===== src/rtl/hazard_stall_unit.sv =====
// ID-stage hazard detector: stalls PC and IF/ID and bubbles ID/EX.
// Load-to-branch costs two cycles; all other hazards cost one.
module hazard_stall_unit #(
    parameter int STALL_CNT_W = 16
) (
    input  logic                   clk,
    input  logic                   reset,
    input  logic                   valid_id,
    input  logic                   flush_id,
    input  logic [6:0]             opcode_id,
    input  logic [4:0]             rs1_id,
    input  logic [4:0]             rs2_id,
    input  logic [4:0]             rd_ex,
    input  logic                   reg_write_ex,
    input  logic                   mem_read_ex,
    input  logic [4:0]             rd_mem,
    input  logic                   mem_read_mem,
    output logic                   stall,
    output logic                   pc_en,
    output logic                   if_id_en,
    output logic                   id_ex_flush,
    output logic [STALL_CNT_W-1:0] stall_cnt
);

    localparam logic [6:0] OP_BRANCH = 7'b1100011;
    localparam logic [6:0] OP_STORE  = 7'b0100011;
    localparam logic [6:0] OP_OP     = 7'b0110011;
    localparam logic [6:0] OP_JALR   = 7'b1100111;
    localparam logic [6:0] OP_LOAD   = 7'b0000011;
    localparam logic [6:0] OP_OPIMM  = 7'b0010011;

    typedef enum logic [1:0] {RUN, STALL2, RELEASE} state_t;

    state_t state, state_nxt;
    logic   use_rs1, use_rs2, is_br;
    logic   ex1, ex2, mem1, mem2;
    logic   ld1, ld2, hz2, hz1;
    logic   stall_c;

    always_comb begin
        use_rs1 = 1'b0;
        use_rs2 = 1'b0;
        is_br   = 1'b0;
        case (opcode_id)
            OP_BRANCH: begin
                use_rs1 = 1'b1;
                use_rs2 = 1'b1;
                is_br   = 1'b1;
            end
            OP_STORE, OP_OP: begin
                use_rs1 = 1'b1;
                use_rs2 = 1'b1;
            end
            OP_JALR: begin
                use_rs1 = 1'b1;
                is_br   = 1'b1;
            end
            OP_LOAD, OP_OPIMM: use_rs1 = 1'b1;
            default: ;
        endcase
    end

    assign ex1  = use_rs1 && reg_write_ex && rd_ex == rs1_id && rs1_id != 5'd0;
    assign ex2  = use_rs2 && reg_write_ex && rd_ex == rs2_id && rs2_id != 5'd0;
    assign mem1 = use_rs1 && mem_read_mem && rd_mem == rs1_id && rs1_id != 5'd0;
    assign mem2 = use_rs2 && mem_read_mem && rd_mem == rs2_id && rs2_id != 5'd0;
    assign ld1  = mem_read_ex && ex1;
    assign ld2  = mem_read_ex && ex2;

    assign hz2 = valid_id && is_br && (ld1 || ld2);
    assign hz1 = valid_id && !hz2 &&
                 (is_br ? (ex1 || ex2 || mem1 || mem2) : (ld1 || ld2));

    // Flush kills the held instruction, so any pending stall is moot.
    always_comb begin
        state_nxt = state;
        stall_c   = 1'b0;
        if (flush_id) begin
            state_nxt = RUN;
        end else begin
            case (state)
                RUN: begin
                    if (hz2) begin
                        stall_c   = 1'b1;
                        state_nxt = STALL2;
                    end else if (hz1) begin
                        stall_c   = 1'b1;
                        state_nxt = RELEASE;
                    end
                end
                STALL2: begin
                    stall_c   = 1'b1;
                    state_nxt = RELEASE;
                end
                RELEASE: state_nxt = RUN;
                default: state_nxt = RUN;
            endcase
        end
    end

    assign stall       = stall_c && !reset;
    assign pc_en       = !stall;
    assign if_id_en    = !stall;
    assign id_ex_flush = stall;

    always_ff @(posedge clk or posedge reset) begin
        if (reset) begin
            state     <= RUN;
            stall_cnt <= '0;
        end else begin
            state <= state_nxt;
            if (stall && stall_cnt != '1)
                stall_cnt <= stall_cnt + STALL_CNT_W'(1);
        end
    end

endmodule


===== config.mk =====
export PLATFORM = sky130hd
export DESIGN_NAME = hazard_stall_unit
export DESIGN_NICKNAME = d
export VERILOG_FILES = /design/src/rtl/hazard_stall_unit.sv
export SDC_FILE = /design/constraint.sdc
export NUM_CORES = 1
export LEC_CHECK = 0
export ABC_AREA = 1
export CAP_MARGIN = 20
export CORE_MARGIN = 2
export CORE_UTILIZATION = 40
export CTS_BUF_LIST = sky130_fd_sc_hd__clkbuf_2
export DETAILED_ROUTE_END_ITERATION = 6
export PLACE_DENSITY = 0.72
export SETUP_SLACK_MARGIN = 0.1
export SYNTH_ARGS = -nofsm -noshare
export SYNTH_HDL_FRONTEND = slang
export SYNTH_SLANG_ARGS = --single-unit

===== constraint.sdc =====
create_clock -name clk -period 3.6 [get_ports clk]
set_input_delay 0.72 -clock clk [delete_from_list [all_inputs] [get_ports clk]]
set_output_delay 0.72 -clock clk [all_outputs]
set_load 0.005 [all_outputs]

======== Yosys cells after proc, flatten, opt, wreduce, memory -nomap -nowiden ========
Index checks and enable logic that the tools add are counted.
operators by class
  add/sub/neg operators ................... 1
  eq/ne operators ......................... 13
  multiplexer cells ....................... 12
  reduce and logical (&&, ||, !) cells .... 33
operator list
  kind                     number
  $eq A5 B5 Y1             4
  $logic_and A1 B1 Y1      20
  $add A16 B1 Y16 const B  1
  $ne A16 B16 Y1 const B   1
  $eq A7 B6 Y1 const B     2
  $eq A7 B7 Y1 const B     2
  $reduce_bool A5 Y1       2
  $eq A7 B2 Y1 const B     1
  $eq A7 B5 Y1 const B     1
  $mux W1                  7
  $mux W2                  3
  $reduce_or A6 Y1         1
  $logic_or A1 B1 Y1       4
  $ne A4 B4 Y1 const B     1
  $pmux W2 S2              1
  $logic_not A1 Y1         3
  $reduce_or A3 Y1         1
  $eq A2 B1 Y1 const B     1
  $logic_not A2 Y1         1
  $pmux W1 S2              1
  $reduce_or A2 Y1         1
storage, ports and cells
  register bits ........................... 18
  output and inout bits ................... 20
  word-level logic and storage cells ...... 61

======== Logic depth before layout (Yosys ltp) ========
Gate-level depths: netlist of run 1.
  word-level depth ........................ 18
  depth in mapped cells ................... 15
  mapped depth without buffers ............ 14

======== Worst setup path after synthesis of run 1 ========
No wires, ideal clock.
  path kind ............................... input-to-output
  from .................................... input port opcode_id[2]
  to ...................................... output port pc_en
  data arrival time ....................... 1.990 ns
  setup slack ............................. 0.890 ns
  stages .................................. 13
  path buffers ............................ 1
  cell sequence ........................... nor2_1 -> nand2_1 -> nor2_1 -> nand3_1 -> o21ai_1 -> nand2_1 -> nand2_1 -> nand2_2 -> a21oi_4 -> inv_1 -> nor2_1 -> inv_1 -> buf_4
on the way
  cells in the longest elaborated chain, start to end .. 18
ends and longest elaborated chain
  what                                                                          RTL line  RTL
  start: declaration                                                            10        input logic [6:0] opcode_id,
  $eq A7 B7 Y1, or another cell as far along                                    44        case (opcode_id)
  $reduce_or A6 Y1 (no source line) / $reduce_or A3 Y1 (equally long branches)  --
  $mux W1                                                                       44
  $logic_and A1 B1 Y1 (on tied branches) (3 in series)                          63, 64
  $logic_and A1 B1 Y1 (on tied branches)                                        67, 68
  $logic_or A1 B1 Y1                                                            70, 72
  $logic_and A1 B1 Y1                                                           70        assign hz2 = valid_id && is_br && (ld1 || ld2);
  $logic_not A1 Y1                                                              71        assign hz1 = valid_id && !hz2 &&
  $logic_and A1 B1 Y1 (2 in series)                                             71
  $mux W1                                                                       86        end else if (hz1) begin
  $mux W1 (*)                                                                   83        if (hz2) begin
  $pmux W1 S2 (*)                                                               81        case (state)
  $mux W1 (*)                                                                   78        if (flush_id) begin
  $logic_and A1 B1 Y1 (*)                                                       101       assign stall = stall_c && !reset;
  via id_ex_flush                                                               21        output logic id_ex_flush,
  $logic_not A1 Y1 (*)                                                          --
  end: declaration                                                              19        output logic pc_en,
The timed path passes the listed nets; every way through them passes the cells marked *.

======== Worst setup path after layout of run 1 ========
  from .................................... input port rs1_id[0]
  to ...................................... output port pc_en
on the way
  cells in the longest elaborated chain, start to end .. 15
ends and longest elaborated chain
  what                               RTL line  RTL
  start: declaration                 11        input logic [4:0] rs1_id,
  $eq A5 B5 Y1                       63        assign ex1 = use_rs1 && reg_write_ex && rd_ex == rs1_id && rs1_id != 5'd0;
  $logic_and A1 B1 Y1 (2 in series)  63
  $logic_and A1 B1 Y1                67        assign ld1 = mem_read_ex && ex1;
  $logic_or A1 B1 Y1                 70, 72
  $logic_and A1 B1 Y1                70
  $logic_not A1 Y1                   71
  $logic_and A1 B1 Y1 (2 in series)  71
  $mux W1                            86
  $mux W1 (*)                        83
  $pmux W1 S2 (*)                    81
  $mux W1 (*)                        78
  $logic_and A1 B1 Y1 (*)            101
  $logic_not A1 Y1 (*)               102       assign pc_en = !stall;
Mark *: on every way between the ends. The rest lies on a longest branch, timed or not.

==> results.toml, run 1 <==
[route]
vias_per_cell = 4.752
drt.antenna.violating_nets = 0
avgRoutedWirePerCell_um = 10.98
initial_detailed_routing_violation_count = 90
drc = 0
via_count = 1649
firstDrtPassIters = 4
totalWireLength_um = 3811

[worst_setup_path]
classification_of_the_worst_setup_path = "input pin to output pin"
timing.critical_path.required_ns = 2.88
end_kind = "output pin"
cp_max_fo = 3
rr_startpoint = "stall_cnt[0]$_DFFE_PP0P_"
timing.reg2reg.setup_slack_ns = 1.77
cp_data_arrival_time_ns = 2.38
critPathLaunch = "rs1_id[0]"
cp-start-kind = "input pin"

[run_status]
outcome = "completed"

[floorplan]
initial_utilization_pct = 42.61
die_w_um = 67.15
count_of_standard_cell_rows = 22
placeableCoreArea_um2 = 3744
fp.dieArea_um2 = 4509
die_y_um = 67.15
boundaryPins = 54

[min_path]
hold_class = "flip-flop to flip-flop"
hold_start = "stall_cnt[3]$_DFFE_PP0P_"

[timing]
timing.max_slew.rel_slack_pct = 73.30
finalSetupTns_ns = 0
finalSetupViolations = 0
finalCritPeriodShare_pct = 86.20
worstMarginPinSlew_ns = 0.3980
maxClockFrequency_mhz = 322.2
rsz0062_at_grt = "no"
postLayoutSetupSlackWorst_ns = 0.4968
finalHoldViolations = 0
finalMaxSlewViolations = 0
skew_ns = 0.007098
finalWorstPathRequiredPeriod_ns = 3.103

[logic_synthesis]
synth_edf_count = 0
synth_area_per_cell_um2 = 6.485
yosys_warnings = 0
syn-instance-count = 246
most_common_flop_cell_mapped_by_yosys = "sky130_fd_sc_hd__dfrtp_1"
synth_simple_gate_area_share_pct = 44.55
post_synthesis_mux_area_share_pct = 0
post_synth_xor_area_fraction_pct = 13.73
largest_family_of_logic_cells_by_synthesized_area = "simple AND/OR/NAND/NOR gates"
ys_seq_elements = 18
postSynth.asyncResetShare_pct = 100.0
yosys.cell_types.count = 23
synth-seq-area-share_pct = 28.24
synth-adder-area-share_pct = 0.7843
syn-cell-area_um2 = 1595
post_synthesis_compound_gate_area_fraction_pct = 1.804
synth_nets = 281

[global_routing]
grt_max_degree = 27
total_congestion_overflow_after_global_routing = 0
grt_usage_pct = 18.38
vias_in_the_first_global_route = 1440
wire_length_of_the_first_global_routing_pass_um = 6451
antenna_violations_before_repair = 0

[placement]
postPlaceCellArea_um2 = 2151
port_buffer_count = 53
place.gp.congestion = 0.8515
dpl.hpwl_um = 2987
placement.setup.worst_slack_ns = 0.1040

[pwr]
fin_total_pwr_w = 0.0003800
worst_ir_drop_vdd_mv = 0.1106
total_leakage_power_nw = 1.122
power_density_nw_per_um2 = 172.6

[clock_tree]
worst_setup_hold_path_clk_slew_ns = 0.17
tritoncts_num_sinks = 18
clock_root_buffer_master = "sky130_fd_sc_hd__clkbuf_2"
cts_made_buffers = 3
cts_hold_repair.buffers = 0
clockBufferDepth = 2
cts_max_level = 1
insertion_delay_ns = 0.31
cts_tree = "yes"

[finish]
post_route_cell_area_um2 = 2201
areaGrowthSynthToFinish_pct = 37.96
diodes = 0
drive_above_1_share_pct = 5.351
nNetsFinal = 335

[run]
timing.max_cap.violations = 0
-- cell usage after synthesis, types with 2 or more instances --
cell type / n / area [um2]
sky130_fd_sc_hd__nand2_1: 86 / 322.8
sky130_fd_sc_hd__inv_1: 27 / 101.4
sky130_fd_sc_hd__nor2_1: 27 / 101.4
sky130_fd_sc_hd__nand4_1: 22 / 137.6
sky130_fd_sc_hd__dfrtp_1: 18 / 450.4
sky130_fd_sc_hd__xor2_1: 13 / 113.9
sky130_fd_sc_hd__nand3_1: 12 / 60.06
sky130_fd_sc_hd__xnor2_1: 12 / 105.1
sky130_fd_sc_hd__nor3_1: 6 / 30.03
sky130_fd_sc_hd__inv_2: 5 / 18.77
sky130_fd_sc_hd__buf_4: 3 / 22.52
sky130_fd_sc_hd__buf_6: 2 / 22.52
sky130_fd_sc_hd__nand2_2: 2 / 12.51
sky130_fd_sc_hd__nor4_1: 2 / 12.51
-- routing by layer --
metal	part of all wire, %	track usage, %	vias to the layer above	wire length [um]
li1	-	-	887	-
met1	49	26.01	714	1881
met2	45	28.96	46	1708
met3	4.9	3.333	2	188
met4	0.87	4.592	0	33
met5	0	0	-	0
-- worst max-delay path, stage by stage --
cell and delay (ns):
sky130_fd_sc_hd__clkdlybuf4s50_1 0.54, sky130_fd_sc_hd__nor2_1 0.07, sky130_fd_sc_hd__nand2_1 0.06, sky130_fd_sc_hd__nor2_1 0.04, sky130_fd_sc_hd__nor2_1 0.11, sky130_fd_sc_hd__nand2_1 0.07
sky130_fd_sc_hd__o21ai_1 0.08, sky130_fd_sc_hd__nand2_1 0.06, sky130_fd_sc_hd__nand2_1 0.08, sky130_fd_sc_hd__nand2_2 0.07, sky130_fd_sc_hd__a21oi_4 0.13, sky130_fd_sc_hd__inv_1 0.06
sky130_fd_sc_hd__nor2_2 0.10, sky130_fd_sc_hd__inv_1 0.05, sky130_fd_sc_hd__dlymetal6s2s_1 0.14
-- kinds of logic after synthesis --
family,Yosys count
flip-flops,18
AND/OR/NAND/NOR,160
buffers and inverters,39
adder cells (fa/ha/maj),1
AO/OA/AOI/OAI,3
XOR/XNOR,25
-- worst paths after layout --
kind                                                  end  depth (start not counted)
worst max-delay path                                pc_en                         15
worst max register to register   stall_cnt[6]$_DFFE_PP0P_                          7
max in group asynchronous       stall_cnt[10]$_DFFE_PP0P_                          3
worst min register to register   stall_cnt[3]$_DFFE_PP0P_                          2
min in group asynchronous            state[1]$_DFFE_PP0P_                          2
worst min-delay path             stall_cnt[3]$_DFFE_PP0P_                          2
-- report_power, final --
part / internal, W / total (W) / switching, W
clock network: 0.0000241 / 0.0000876 / 0.0000634
logic: 0.0000488 / 0.0000898 / 0.0000410
registers: 0.000202 / 0.000203 / 0.000000152
-- registers in the layout, indices dropped and copies added, names as in the netlist --
name,count
stall_cnt,16
state,2
-- area by class of cell --
type	instances	area, um2
Inverter	33	123.9
Tap cell	48	60.06
Clock inverter	1	3.754
Sequential cell	18	450.4
Clock buffer	3	15.01
Multi-Input combinational cell	189	975.9
Fill cell	384	1543
Timing Repair Buffer	55	571.8
-- what timing repair did --
item	4_1_cts	5_1_grt
pin swaps	0	0
setup buffers	0	0
endpoints found under the setup margin	2	4
gates resized for setup	1	13
-- per-stage QoR --
stage / util (%) / hold slack (ns) / cells
finish: 58.79 / 0.5687 / 347
CTS: 57.92 / 0.5700 / 347
detailed placement: 57.45 / 0.5304 / 343
floorplan: - / 0.5109 / 246
global route: 58.79 / 0.6055 / 347
global placement: 57.45 / 0.5248 / 343
-- layout by cell type (no fill, tap or decap) --
cell type / count
sky130_fd_sc_hd__nand2_1: 86
sky130_fd_sc_hd__clkdlybuf4s50_1: 41
sky130_fd_sc_hd__inv_1: 27
sky130_fd_sc_hd__nor2_1: 25
sky130_fd_sc_hd__nand4_1: 22
sky130_fd_sc_hd__dfrtp_1: 18
sky130_fd_sc_hd__xor2_1: 13
sky130_fd_sc_hd__xnor2_1: 12
sky130_fd_sc_hd__nand3_1: 12
sky130_fd_sc_hd__dlymetal6s2s_1: 11
sky130_fd_sc_hd__nor3_1: 6
sky130_fd_sc_hd__inv_2: 5
sky130_fd_sc_hd__clkbuf_2: 3
sky130_fd_sc_hd__nor2_2: 2
sky130_fd_sc_hd__nand2_2: 2
sky130_fd_sc_hd__clkinv_1: 2
sky130_fd_sc_hd__nor4_1: 2
sky130_fd_sc_hd__buf_4: 2
sky130_fd_sc_hd__o21ai_1: 1
sky130_fd_sc_hd__a21boi_0: 1
sky130_fd_sc_hd__a21oi_4: 1
sky130_fd_sc_hd__nand4_4: 1
sky130_fd_sc_hd__or3_1: 1
sky130_fd_sc_hd__and2_1: 1
sky130_fd_sc_hd__ha_1: 1
sky130_fd_sc_hd__dlygate4sd2_1: 1
No activity file was read; power rests on OpenSTA's default activity.
==> inputs of run 2 (changes only) <==
--- a/config.mk
+++ b/config.mk
@@ -6,7 +6,7 @@
 export NUM_CORES = 1
 export LEC_CHECK = 0
 export ABC_AREA = 1
-export CAP_MARGIN = 20
+export CAP_MARGIN = 15
 export CORE_MARGIN = 2
 export CORE_UTILIZATION = 40
 export CTS_BUF_LIST = sky130_fd_sc_hd__clkbuf_2
==> results of run 2 <==
Final layout, timing and power as in run 1 (identical DEF).
==> inputs of run 3 (changes only) <==
--- a/config.mk
+++ b/config.mk
@@ -7,7 +7,6 @@
 export LEC_CHECK = 0
 export ABC_AREA = 1
 export CAP_MARGIN = 15
-export CORE_MARGIN = 2
 export CORE_UTILIZATION = 40
 export CTS_BUF_LIST = sky130_fd_sc_hd__clkbuf_2
 export DETAILED_ROUTE_END_ITERATION = 6
==> run 3 against run 2 <==
- sequential share of layout area down 0.28 points
- die area down 5.9%
- clock power down 2.6%
- global-route usage up 0.75 points
- power down 0.72%
- hold slack worse by 0.0075 ns
- maximum frequency up 1.0%
- setup slack better by 0.031 ns
- highest routed layer unchanged
==> results.toml, run 3 (synthesized netlist as in run 1, its figures left out) <==
[global_routing]
wire_length_of_the_first_global_routing_pass_um = 6465
grt_max_degree = 19
antenna_violations_before_repair = 0
grt_usage_pct = 19.13
total_congestion_overflow_after_global_routing = 0
vias_in_the_first_global_route = 1461

[clock_tree]
cts_max_level = 1
worst_setup_hold_path_clk_slew_ns = 0.16
cts_made_buffers = 3
cts_tree = "yes"
cts_hold_repair.buffers = 0
clockBufferDepth = 2
insertion_delay_ns = 0.30
tritoncts_num_sinks = 18
clock_root_buffer_master = "sky130_fd_sc_hd__clkbuf_2"

[worst_setup_path]
timing.critical_path.required_ns = 2.88
classification_of_the_worst_setup_path = "input pin to output pin"
cp-start-kind = "input pin"
end_kind = "output pin"
cp_max_fo = 3
cp_data_arrival_time_ns = 2.35

[run]
timing.max_cap.violations = 0

[timing]
finalCritPeriodShare_pct = 85.35
worstMarginPinSlew_ns = 0.3969
maxClockFrequency_mhz = 325.5
finalSetupTns_ns = 0
skew_ns = 0.003562
rsz0062_at_grt = "no"
timing.max_slew.rel_slack_pct = 73.38
finalMaxSlewViolations = 0
finalHoldViolations = 0
finalWorstPathRequiredPeriod_ns = 3.072
finalSetupViolations = 0

[finish]
mostFrequentLayoutCells = "sky130_fd_sc_hd__nand2_1 (86), sky130_fd_sc_hd__clkdlybuf4s50_1 (32), sky130_fd_sc_hd__inv_1 (27)"
nNetsFinal = 336
layout_commonest_cell = "sky130_fd_sc_hd__nand2_1"
top_regs = "stall_cnt: 16 flops, state: 2 flops"
fillCellCount = 370
diodes = 0
areaGrowthSynthToFinish_pct = 39.84
drive_above_1_share_pct = 5.686
max_flop_register = "stall_cnt"
flip_flop_count_of_the_largest_register_after_layout = 16

[pwr]
worst_ir_drop_vdd_mv = 0.1185
fin_total_pwr_w = 0.0003772
sequentialPowerShare_pct = 53.7
power.internal_w = 0.0002735
total_leakage_power_nw = 1.214
power_density_nw_per_um2 = 169.1
combinationalPowerShare_pct = 23.7
switching_share_pct = 27.50
net-switching-power_w = 0.0001038
power_frac_clock_pct = 22.6

[floorplan]
die_w_um = 65.15
boundaryPins = 54
fp.dieArea_um2 = 4245
count_of_standard_cell_rows = 22
die_y_um = 65.15
initial_utilization_pct = 42.61
placeableCoreArea_um2 = 3744

[run_status]
outcome = "completed"

[min_path]
hold_class = "flip-flop to flip-flop"

[route]
initial_detailed_routing_violation_count = 78
via_count = 1648
totalWireLength_um = 3652
vias_per_cell = 4.749
avgRoutedWirePerCell_um = 10.52
firstDrtPassIters = 4
drc = 0
drt.antenna.violating_nets = 0

[placement]
port_buffer_count = 53
place.gp.congestion = 0.8382
dpl.hpwl_um = 2932
==> run 3: power groups by stage <==
stage	sequential (W)	combinational, W	clock [W]
2_1_floorplan	0.000206	0.0000398	0
3_3_place_gp	0.000206	0.0000916	0
3_5_place_dp	0.000206	0.0000921	0
4_1_cts	0.000203	0.0000923	0.0000890
5_1_grt	0.000203	0.000100	0.000101
6_report	0.000203	0.0000893	0.0000853
==> run 3: worst max-delay path, cell delays in order <==
cell and delay [ns]:
sky130_fd_sc_hd__clkdlybuf4s50_1 0.45, sky130_fd_sc_hd__nand2_1 0.06, sky130_fd_sc_hd__nor2_1 0.13, sky130_fd_sc_hd__nand4_1 0.13, sky130_fd_sc_hd__a21boi_0 0.24, sky130_fd_sc_hd__nand2_2 0.11
sky130_fd_sc_hd__a21oi_4 0.13, sky130_fd_sc_hd__inv_1 0.06, sky130_fd_sc_hd__nor2_2 0.12, sky130_fd_sc_hd__inv_1 0.06, sky130_fd_sc_hd__dlymetal6s2s_1 0.15
==> run 3: through the flow <==
stage	setup WS [ns]	instances	area, um2	util, %	hold WS, ns
4_1_cts	0.1127	347	2173	58.05	0.5683
5_1_grt	0.3336	347	2231	59.59	0.5959
6_report	0.5275	347	2231	59.59	0.5612
3_5_place_dp	0.1171	344	2158	57.65	0.5316
2_1_floorplan	0.8904	246	1595	-	0.5109
3_3_place_gp	0.1191	344	2158	57.65	0.5235
==> run 3: timing repair <==
| action | 4_1_cts | 5_1_grt |
|---|---|---|
| gates resized for setup | 0 | 23 |
| setup endpoints to repair | 0 | 4 |
| buffers inserted | 0 | 0 |
==> run 3: final cells by class <==
cell class,instances,area (um2),share of cell area [%]
Sequential cell,18,450.4,20.19
Clock buffer,3,15.01,0.6730
Tap cell,48,60.06,2.692
Timing Repair Buffer,56,605.6,27.15
Multi-Input combinational cell,189,975.9,43.75
Inverter,33,123.9,5.552
==> run 3: routing by layer <==
layer / GRT usage (%) / share of wire [%]
met5: 0 / 0
met2: 30.21 / 44
met1: 27.27 / 52
met3: 2.778 / 3.9
met4: 4.891 / 0.52
==> run 3: final timing paths <==
kind	startpoint	to	slack (ns)	depth (start not counted)
setup reg to reg	stall_cnt[0]$_DFFE_PP0P_	stall_cnt[6]$_DFFE_PP0P_	1.77	7
hold / removal	stall_cnt[3]$_DFFE_PP0P_	stall_cnt[3]$_DFFE_PP0P_	0.56	2
hold reg to reg	stall_cnt[3]$_DFFE_PP0P_	stall_cnt[3]$_DFFE_PP0P_	0.56	2
max in group asynchronous	reset	stall_cnt[8]$_DFFE_PP0P_	2.43	3
setup / recovery	opcode_id[0]	if_id_en	0.53	11
min in group asynchronous	reset	stall_cnt[2]$_DFFE_PP0P_	0.68	2
